--- src/rtl/dec_pkg.sv ---
// Shared definitions for the dec_* decoder family.
//   dec_state_e : decoder operating state (IDLE, DIRECT, SCAN)
//   onehot()    : index -> one-hot vector at maximum supported width;
//                 callers truncate to their own OUT_W.
package dec_pkg;

  // Largest select width any decoder of this family may be built with.
  localparam int unsigned MAX_SEL_W = 8;
  localparam int unsigned MAX_OUT_W = 1 << MAX_SEL_W;

  typedef enum logic [1:0] {
    ST_IDLE   = 2'd0,
    ST_DIRECT = 2'd1,
    ST_SCAN   = 2'd2
  } dec_state_e;

  // 1 << idx at the widest supported output width.
  function automatic logic [MAX_OUT_W-1:0] onehot(input logic [MAX_SEL_W-1:0] idx);
    return MAX_OUT_W'(1) << idx;
  endfunction

endpackage

--- src/rtl/dec_dwell_cnt.sv ---
// Dwell counter: counts 0..HOLD_CYCLES-1 while en is high and raises
// step_c (combinational) during the last count; wraps to 0 on step.
//   clk, rst_n : clock, async active-low reset
//   clr        : synchronous clear (takes priority over counting)
//   en         : count enable
//   step_c     : high in the cycle the count sits at HOLD_CYCLES-1 with en
module dec_dwell_cnt #(
  parameter int unsigned HOLD_CYCLES = 1
) (
  input  logic clk,
  input  logic rst_n,
  input  logic clr,
  input  logic en,
  output logic step_c
);

  localparam int unsigned CNT_W = (HOLD_CYCLES > 1) ? $clog2(HOLD_CYCLES) : 1;
  localparam logic [CNT_W-1:0] LAST = CNT_W'(HOLD_CYCLES - 1);

  logic [CNT_W-1:0] cnt_q;

  assign step_c = en && (cnt_q == LAST);

  // Count register; clear wins over count, step wraps to zero.
  always_ff @(posedge clk or negedge rst_n) begin
    if (!rst_n) begin
      cnt_q <= '0;
    end else if (clr || step_c) begin
      cnt_q <= '0;
    end else if (en) begin
      cnt_q <= cnt_q + CNT_W'(1);
    end
  end

endmodule

--- src/rtl/dec_scan.sv ---
// Registered SEL_W-to-2^SEL_W one-hot decoder with enable.
//   Direct mode (mode=0): selection loaded via sel_valid/sel_ready.
//   Scan mode   (mode=1): one-hot walks through every line, each held
//                         HOLD_CYCLES clocks; wrap pulses on rollover.
// Optional build macro DEC_SCAN_DIR_EN adds input dir (1 = scan downward).
// Ports:
//   clk, rst_n      : clock, async active-low reset
//   enable          : 0 forces out inactive
//   mode            : 0 direct, 1 scan
//   dir             : scan direction (only with DEC_SCAN_DIR_EN)
//   sel_valid, sel  : direct-mode selection request
//   sel_ready       : combinational, enable & ~mode & rst_n
//   out, index      : registered one-hot strobe and its line index
//   wrap            : registered one-cycle scan rollover pulse
module dec_scan
  import dec_pkg::*;
#(
  parameter int unsigned SEL_W       = 3,
  parameter int unsigned HOLD_CYCLES = 1,
  localparam int unsigned OUT_W      = 1 << SEL_W
) (
  input  logic             clk,
  input  logic             rst_n,
  input  logic             enable,
  input  logic             mode,
`ifdef DEC_SCAN_DIR_EN
  input  logic             dir,
`endif
  input  logic             sel_valid,
  input  logic [SEL_W-1:0] sel,
  output logic             sel_ready,
  output logic [OUT_W-1:0] out,
  output logic [SEL_W-1:0] index,
  output logic             wrap
);

  if (HOLD_CYCLES < 1) begin : g_bad_hold
    $error("dec_scan: HOLD_CYCLES must be >= 1");
  end
  if (SEL_W < 1 || SEL_W > MAX_SEL_W) begin : g_bad_sel_w
    $error("dec_scan: SEL_W out of supported range");
  end

  // Decode at this instance's width.
  function automatic logic [OUT_W-1:0] line(input logic [SEL_W-1:0] idx);
    return OUT_W'(onehot(MAX_SEL_W'(idx)));
  endfunction

  dec_state_e       state_q, state_d;
  logic [SEL_W-1:0] index_q, index_d;
  logic [OUT_W-1:0] out_q, out_d;
  logic             wrap_q, wrap_d;
  // A selection accepted on the cycle DIRECT is entered is applied one
  // edge later, since the entry edge re-asserts the retained index.
  logic             pend_vld_q, pend_vld_d;
  logic [SEL_W-1:0] pend_sel_q, pend_sel_d;

  logic             xfer;
  logic             scan_dn;
  logic             dwell_en;
  logic             step_c;
  logic [SEL_W-1:0] step_idx;
  logic             step_wrap;

`ifdef DEC_SCAN_DIR_EN
  assign scan_dn = dir;
`else
  assign scan_dn = 1'b0;
`endif

  assign sel_ready = enable & ~mode & rst_n;
  assign xfer      = sel_valid & sel_ready;

  // Dwell runs only while staying in scan; any other edge restarts it.
  assign dwell_en  = (state_q == ST_SCAN) & enable & mode;

  dec_dwell_cnt #(
    .HOLD_CYCLES (HOLD_CYCLES)
  ) u_dwell (
    .clk    (clk),
    .rst_n  (rst_n),
    .clr    (~dwell_en),
    .en     (dwell_en),
    .step_c (step_c)
  );

  // Next scan position and rollover flag for the active direction.
  always_comb begin
    step_idx  = index_q + SEL_W'(1);
    step_wrap = (index_q == '1);
    if (scan_dn) begin
      step_idx  = index_q - SEL_W'(1);
      step_wrap = (index_q == '0);
    end
  end

  // Next-state and next-output logic.
  always_comb begin
    state_d    = state_q;
    index_d    = index_q;
    out_d      = out_q;
    wrap_d     = 1'b0;
    pend_vld_d = pend_vld_q;
    pend_sel_d = pend_sel_q;

    if (!enable) begin
      state_d    = ST_IDLE;
      out_d      = '0;
      pend_vld_d = 1'b0;
    end else if (!mode) begin
      state_d = ST_DIRECT;
      if (state_q != ST_DIRECT) begin
        out_d      = line(index_q);
        pend_vld_d = xfer;
        pend_sel_d = sel;
      end else if (xfer) begin
        index_d    = sel;
        out_d      = line(sel);
        pend_vld_d = 1'b0;
      end else if (pend_vld_q) begin
        index_d    = pend_sel_q;
        out_d      = line(pend_sel_q);
        pend_vld_d = 1'b0;
      end else begin
        out_d = line(index_q);
      end
    end else begin
      state_d    = ST_SCAN;
      pend_vld_d = 1'b0;
      if (state_q != ST_SCAN) begin
        out_d = line(index_q);
      end else if (step_c) begin
        index_d = step_idx;
        out_d   = line(step_idx);
        wrap_d  = step_wrap;
      end
    end
  end

  // State and output registers.
  always_ff @(posedge clk or negedge rst_n) begin
    if (!rst_n) begin
      state_q    <= ST_IDLE;
      index_q    <= '0;
      out_q      <= '0;
      wrap_q     <= 1'b0;
      pend_vld_q <= 1'b0;
      pend_sel_q <= '0;
    end else begin
      state_q    <= state_d;
      index_q    <= index_d;
      out_q      <= out_d;
      wrap_q     <= wrap_d;
      pend_vld_q <= pend_vld_d;
      pend_sel_q <= pend_sel_d;
    end
  end

  assign out   = out_q;
  assign index = index_q;
  assign wrap  = wrap_q;

endmodule

--- config.mk ---
export PLATFORM = sky130hd
export DESIGN_NAME = dec_scan
export DESIGN_NICKNAME = d
export VERILOG_FILES = /design/src/rtl/dec_pkg.sv /design/src/rtl/dec_dwell_cnt.sv /design/src/rtl/dec_scan.sv
export SDC_FILE = /design/constraint.sdc
export NUM_CORES = 1
export LEC_CHECK = 0
export ABC_AREA = 1
export ABC_CLOCK_PERIOD_IN_PS = 2000
export CAP_MARGIN = 20
export CORE_UTILIZATION = 40
export CTS_CLUSTER_DIAMETER = 80
export DETAILED_ROUTE_END_ITERATION = 16
export DONT_BUFFER_PORTS = 1
export GPL_TIMING_DRIVEN = 0
export PLACE_DENSITY = 0.64
export SLEW_MARGIN = 10
export SYNTH_ARGS = -nofsm -noshare
export SYNTH_HDL_FRONTEND = slang
export SYNTH_SLANG_ARGS = --single-unit
--- constraint.sdc ---
create_clock -name clk -period 2 [get_ports clk]
set_input_delay 0.2 -clock clk [delete_from_list [all_inputs] [get_ports clk]]
set_output_delay 0.2 -clock clk [all_outputs]
set_load 0.01 [all_outputs]
==> results.json, run 1 <==
{
  "holdPathStages": 2,
  "cts_setup_buffers": 0,
  "critPathCapture": "out[1]",
  "slew_violations": 0,
  "yosysWarnings": 0,
  "placed_area_um2": 1590,
  "vias_per_cell": 4.94,
  "syn_avg_cell_area_um2": 6.64,
  "cp.buffers_inverters": 2,
  "path_cells": "ha_1, ha_2, inv_1, o21ai_0, o21ai_0, o21ai_1, inv_1, a21oi_2",
  "r2r_end": "out[1]",
  "drt_wl_total_um": 3450,
  "synth_cells": 230,
  "vias": 1397,
  "crit_path_end_kind": "register",
  "gp_congestion": 0.893,
  "track_usage_pct": 18.8,
  "die_area_um2": 4070,
  "dp_hpwl_um": 2650,
  "start_util_pct": 41.7,
  "worst-setup-path-type": "reg2reg",
  "wl_per_cell_um": 12.2,
  "overflow": 0,
  "rsz0062_at_grt": "false",
  "drtPass1Iterations": 4,
  "max_slew.worst_pin.slew_ns": 0.889,
  "finalInstanceArea_um2": 1650,
  "synth.ff_latch_count": 19,
  "fin_tns_setup_ns": 0,
  "clk_pin_slew_ns": 0.07,
  "core_area_um2": 3660,
  "worstReg2RegStart": "index[0]",
  "synth_edf_count": 0,
  "ant_nets": 0,
  "cts_root_buf": "clkbuf_8",
  "ys.flop_type": "dfrtp_1",
  "clock_sinks": 19,
  "hold_viol": 0,
  "reg2reg_depth": 8,
  "async_flop_share_pct": 100,
  "cts.htree.levels": 1,
  "portBuffers": 0,
  "post-route-min-period_ns": 1.81,
  "die_h_um": 63.8,
  "slew_headroom_pct": 40.5,
  "power.total_uw": 1240,
  "finalSetupViolations": 0,
  "clk-insertion-delay-late_ns": 0.26,
  "synth_area_um2": 1530,
  "drt_iter0_drc": 76,
  "drive_above_1_share_pct": 13.2,
  "n_antenna_cell": 0,
  "fmaxAchievable_mhz": 552,
  "power.leakage_uw": 0.000860,
  "cts_buffers": 3,
  "stdcell_count": 283,
  "grt_max_degree": 20,
  "ir_worst_vdd_mv": 0.272,
  "area_delta_synth_final_pct": 7.79,
  "synth_nets": 244,
  "startpoint": "index[0]",
  "netlist-cell-type-count": 25,
  "pre_cts_ws_ns": 0.209,
  "cpLargestDelayFamily": "adder cells",
  "worstPathRequired_ns": 2.20,
  "rows": 22,
  "dp.cells": 278,
  "cpMaxStageDelayCell": "dfrtp_2",
  "slowest_delay_ns": 0.45,
  "crit_fanout": 6,
  "status": "complete, no violations",
  "arrival_ns": 2.01,
  "fin_ws_ns": 0.190,
  "drv_cap": 0,
  "power_density_nw_per_um2": 752,
  "grt_pass1_wl_um": 5820,
  "period_share_pct": 90.5,
  "io_pins": 21,
  "final_nets": 250,
  "cts_tree": "done",
  "r2r_setup_slack_ns": 0.19,
  "skew_ns": 0.00305,
  "antenna_found_initial": 0,
  "post-route-drc-count": 0,
  "grt_pass1_vias": 1270,
  "yosysSeqAreaShare_pct": 31.1,
  "dieWidth_um": 63.8,
  "setup.worst_path.start_class": "register",
  "clock_path_buffers": 2,
  "hold_path_class": "in2reg",
  "cp_num_cells": 8
}
-- timing repair --
item / in CTS / in global routing
hold endpoints to repair: 19 / 0
setup endpoints to repair: 0 / 1
resized for setup: 0 / 2
hold buffers: 1 / 0
-- per-layer routing --
metal	track usage (%)	wire length, um
met1	27.2	1740
met2	27.1	1410
met3	2.68	230
met4	8.52	66
met5	0	0
-- registers in the layout, indices dropped and copies added, names as in the netlist --
register	count
index	3
pend_vld_q	1
u_dwell.cnt_q	1
pend_sel_q	3
wrap	1
out	8
state_q	2
-- synth_stat cells (2+ instances only) --
master   instances  share of area, %
nand2_1         77                19
inv_1           31               7.6
nand3_1         23               7.5
o21ai_0         20               6.6
dfrtp_1         19                31
nor2_1          18               4.4
a21oi_2          7               4.0
ha_1             6               4.9
o21ai_1          5               1.6
nand2_2          3               1.2
nand3_2          3               2.0
a21oi_1          2              0.66
buf_2            2              0.66
buf_6            2               1.5
inv_2            2              0.49
-- power by group --
group          total, uW  switching [uW]  internal (uW)
Sequential           530            88.2            442
Combinational        431             272            159
Clock                275             133            142
-- through the flow --
step                hold WS (ns)  util [%]
floorplan                -0.0956         -
global placement         -0.0948      43.3
detailed placement       -0.0948      43.3
CTS                        0.121      44.8
global route               0.141      44.9
finish                     0.123      44.9
-- layout by cell type, fill, tap and decap left out, types with 2 or more instances in the layout --
master     n
clkbuf_8   4
nand3_1   23
dfrtp_1   18
a21oi_1    2
inv_2      2
buf_2      2
nor2_1    18
buf_6      2
nand2_2    3
o21ai_0   20
ha_1       5
nand2_1   77
inv_1     31
a21oi_2    7
o21ai_1    5
nand3_2    3
-- how the worst min path moves through the flow --
stage                     slack [ns]            end    from
after floorplan                 -0.1       index[0]   rst_n
after global placement         -0.09         out[6]   rst_n
after detailed placement       -0.09         out[6]   rst_n
after CTS                       0.12  pend_sel_q[1]  sel[1]
after global routing            0.14  pend_sel_q[1]  sel[1]
final                           0.12  pend_sel_q[1]  sel[1]
-- final cells by class --
| cell class | count | area, um^2 |
|---|---|---|
| multi-input combinational | 172 | 876 |
| tap | 48 | 60.1 |
| clock buffer | 4 | 45.0 |
| sequential | 19 | 477 |
| inverter | 33 | 124 |
| timing repair buffer | 1 | 10.0 |
| fill | 380 | 2020 |
| buffer | 6 | 53.8 |
-- kinds of logic (layout without fill, tap and decap cells) --
group | count (synthesis) | in the layout | synth area share [%]
flops | 19 | 19 | 31.1
other cells | 1 | 1 | 0.246
simple gates | 128 | 128 | 37.1
fa+ha+maj | 6 | 6 | 4.92
compound gates | 37 | 37 | 14.9
buf+inv | 39 | 44 | 11.6
No activity file was read; power rests on OpenSTA's default activity.
==> inputs of run 2 (changes only) <==
--- a/config.mk
+++ b/config.mk
@@ -5,7 +5,6 @@
 export SDC_FILE = /design/constraint.sdc
 export NUM_CORES = 1
 export LEC_CHECK = 0
-export ABC_AREA = 1
 export ABC_CLOCK_PERIOD_IN_PS = 2000
 export CAP_MARGIN = 20
 export CORE_UTILIZATION = 40
==> run 2 against run 1 <==
- sequential share of layout area increased by 3.8 points
- final cell count decreased by 27%
- setup slack got worse by 0.060 ns
- highest routed layer unchanged
- sequential power increased by 6.8%
- flip-flop and latch count unchanged
- largest cell class unchanged
- final area decreased by 12%
- critical path type unchanged
- worst hold slack got worse by 0.11 ns
- first-iteration DRC count decreased by 12%
- clock power decreased by 27%
- count of clock-buffer cells in the layout unchanged
==> results.json, run 2 <==
{
  "rows": 20,
  "cts.htree.levels": 1,
  "cpMaxStageDelayCell": "dfrtp_2",
  "core_area_um2": 3130,
  "fmaxAchievable_mhz": 535,
  "netlist-cell-type-count": 42,
  "placed_area_um2": 1410,
  "ir_worst_vdd_mv": 0.268,
  "stdcell_count": 206,
  "period_share_pct": 93.5,
  "drive_above_1_share_pct": 10.5,
  "yosysWarnings": 0,
  "async_flop_share_pct": 100,
  "arrival_ns": 2.08,
  "clock_path_buffers": 2,
  "io_pins": 21,
  "mostFrequentLayoutCell": "dfrtp_1",
  "synth_cells": 157,
  "crit_path_end_kind": "register",
  "track_usage_pct": 20.5,
  "finalInstanceArea_um2": 1450,
  "setup.worst_path.start_class": "register",
  "cts_buffers": 3,
  "grt_max_degree": 20,
  "synth.largest_area_cell": "dfrtp_1",
  "area_delta_synth_final_pct": 7.30,
  "antenna_found_initial": 0,
  "finalSetupViolations": 0,
  "crit_fanout": 7,
  "fin_tns_setup_ns": 0,
  "synth_top_area_share_pct": 35.1,
  "synth_top_cells_by_count": "19 x dfrtp_1, 15 x o21ai_0, 14 x nand2_1",
  "worst-setup-path-type": "reg2reg",
  "drt_iter0_drc": 67,
  "die_area_um2": 3620,
  "max_slew.worst_pin.slew_ns": 0.900,
  "vias_per_cell": 5.84,
  "syn_avg_cell_area_um2": 8.62,
  "start_util_pct": 43.3,
  "status": "complete, no violations",
  "synth_most_common_cell": "dfrtp_1",
  "wl_per_cell_um": 16.1,
  "largest_reg_flops": 8,
  "synth.ff_latch_count": 19,
  "drtPass1Iterations": 4,
  "dp.cells": 201,
  "cpLargestDelayFamily": "adder cells",
  "synth_edf_count": 0,
  "post-route-min-period_ns": 1.87,
  "die_h_um": 60.2,
  "clock_sinks": 19,
  "slew_headroom_pct": 39.8,
  "slew_violations": 0,
  "synth_nets": 171,
  "yosys-top-cells-area": "dfrtp_1 35%, mux2_2 5.8%, ha_1 5.5%, o21ai_0 5.5%, nand2_1 3.9%",
  "final_cell_mix": "18 x dfrtp_1, 15 x o21ai_0, 14 x nand2_1, 10 x a21oi_1",
  "portBuffers": 0,
  "worstPathRequired_ns": 2.21,
  "skew_ns": 0.00293,
  "synth_area_um2": 1350,
  "clk_pin_slew_ns": 0.11,
  "cts_root_buf": "clkbuf_4",
  "post-route-drc-count": 0,
  "yosysSeqAreaShare_pct": 35.1,
  "n_antenna_cell": 0,
  "clk-insertion-delay-late_ns": 0.30,
  "grt_pass1_vias": 1153,
  "vias": 1203,
  "gp_congestion": 0.885,
  "power_density_nw_per_um2": 885,
  "cp.buffers_inverters": 0,
  "rsz0062_at_grt": "false",
  "path_cells": "ha_1, ha_2, a21oi_1, mux2i_1, a22oi_1, a211oi_1",
  "final.fill_count": 328,
  "fin_util_pct": 46.4,
  "drt_wl_total_um": 3320,
  "dieWidth_um": 60.2,
  "final_nets": 177,
  "drv_cap": 0,
  "overflow": 0,
  "grt_pass1_wl_um": 5530,
  "ant_nets": 0,
  "hold_viol": 0,
  "ys.flop_type": "dfrtp_1",
  "hold_path_class": "in2reg",
  "power.total_uw": 1290,
  "slowest_delay_ns": 0.48,
  "power.leakage_uw": 0.000597,
  "cts_tree": "done",
  "dp_hpwl_um": 2370
}
==> run 2: cell types whose count changed in the layout (fill, tap and decap cells not counted), sizes merged, moves of 5 or more <==
cell,change
nand3,-23
nand2,-66
nor2,-14
mux2,+7
nor2b,+6
clkbuf,+6
nand2b,+6
o21ai,-11
nor3,+5
inv,-27
==> run 2: cell type report <==
cell class | instances | area, um^2 | share of cell area (%)
tap | 44 | 55.1 | 3.79
sequential | 19 | 477 | 32.8
inverter | 7 | 26.3 | 1.81
clock buffer | 4 | 26.3 | 1.81
timing repair buffer | 1 | 10.0 | 0.689
buffer | 9 | 46.3 | 3.19
multi-input combinational | 122 | 812 | 55.9
==> run 2: final timing paths <==
path,from,end,slack [ns],cells after the start
min in group asynchronous,rst_n,out[5],0.46,1
min reg2reg,state_q[1],pend_vld_q,0.64,2
max,index[0],out[3],0.13,6
max reg2reg,index[0],out[3],0.13,6
max in group asynchronous,rst_n,index[0],0.93,1
min,enable,out[7],0.01,1
==> run 2: timing repair <==
action,in CTS,in global routing
hold buffers,1,0
setup buffers,0,0
endpoints found under the setup margin,4,4
hold endpoints to repair,19,0
gates resized for setup,1,4
pin swaps,0,0
==> run 2: routing by layer <==
layer | global-route usage, % | up-vias | wire length (um)
met5 | 0 | - | 0
met1 | 28.3 | 579 | 1590
li1 | - | 590 | -
met4 | 5.32 | 0 | 17
met3 | 3.03 | 2 | 126
met2 | 33.1 | 32 | 1580
==> run 2: cells by family (layout without fill, tap and decap cells) <==
| kind of cell | Yosys count | count (layout) | synth area share, % |
|---|---|---|---|
| multiplexers | 11 | 11 | 8.78 |
| adder cells (fa/ha/maj) | 6 | 6 | 5.55 |
| buffers and inverters | 16 | 21 | 5.08 |
| AND/OR/NAND/NOR | 58 | 58 | 23.9 |
| AO/OA/AOI/OAI | 46 | 46 | 21.3 |
| other | 1 | 1 | 0.277 |
| flip-flops | 19 | 19 | 35.1 |
==> run 2: where the power goes <==
part / internal (uW) / switching (uW) / leakage, uW
Combinational: 227 / 290 / 0.000339
Clock: 77.7 / 124 / 0.0000150
Sequential: 456 / 110 / 0.000242
==> run 2: stage by stage <==
step	hold slack [ns]	worst slack, ns
after CTS	0.0150	0.0529
after floorplan	-0.0956	0.211
after detailed placement	-0.0950	-0.0555
after global placement	-0.0952	-0.0324
final	0.0127	0.129
after global routing	0.00521	0.00929
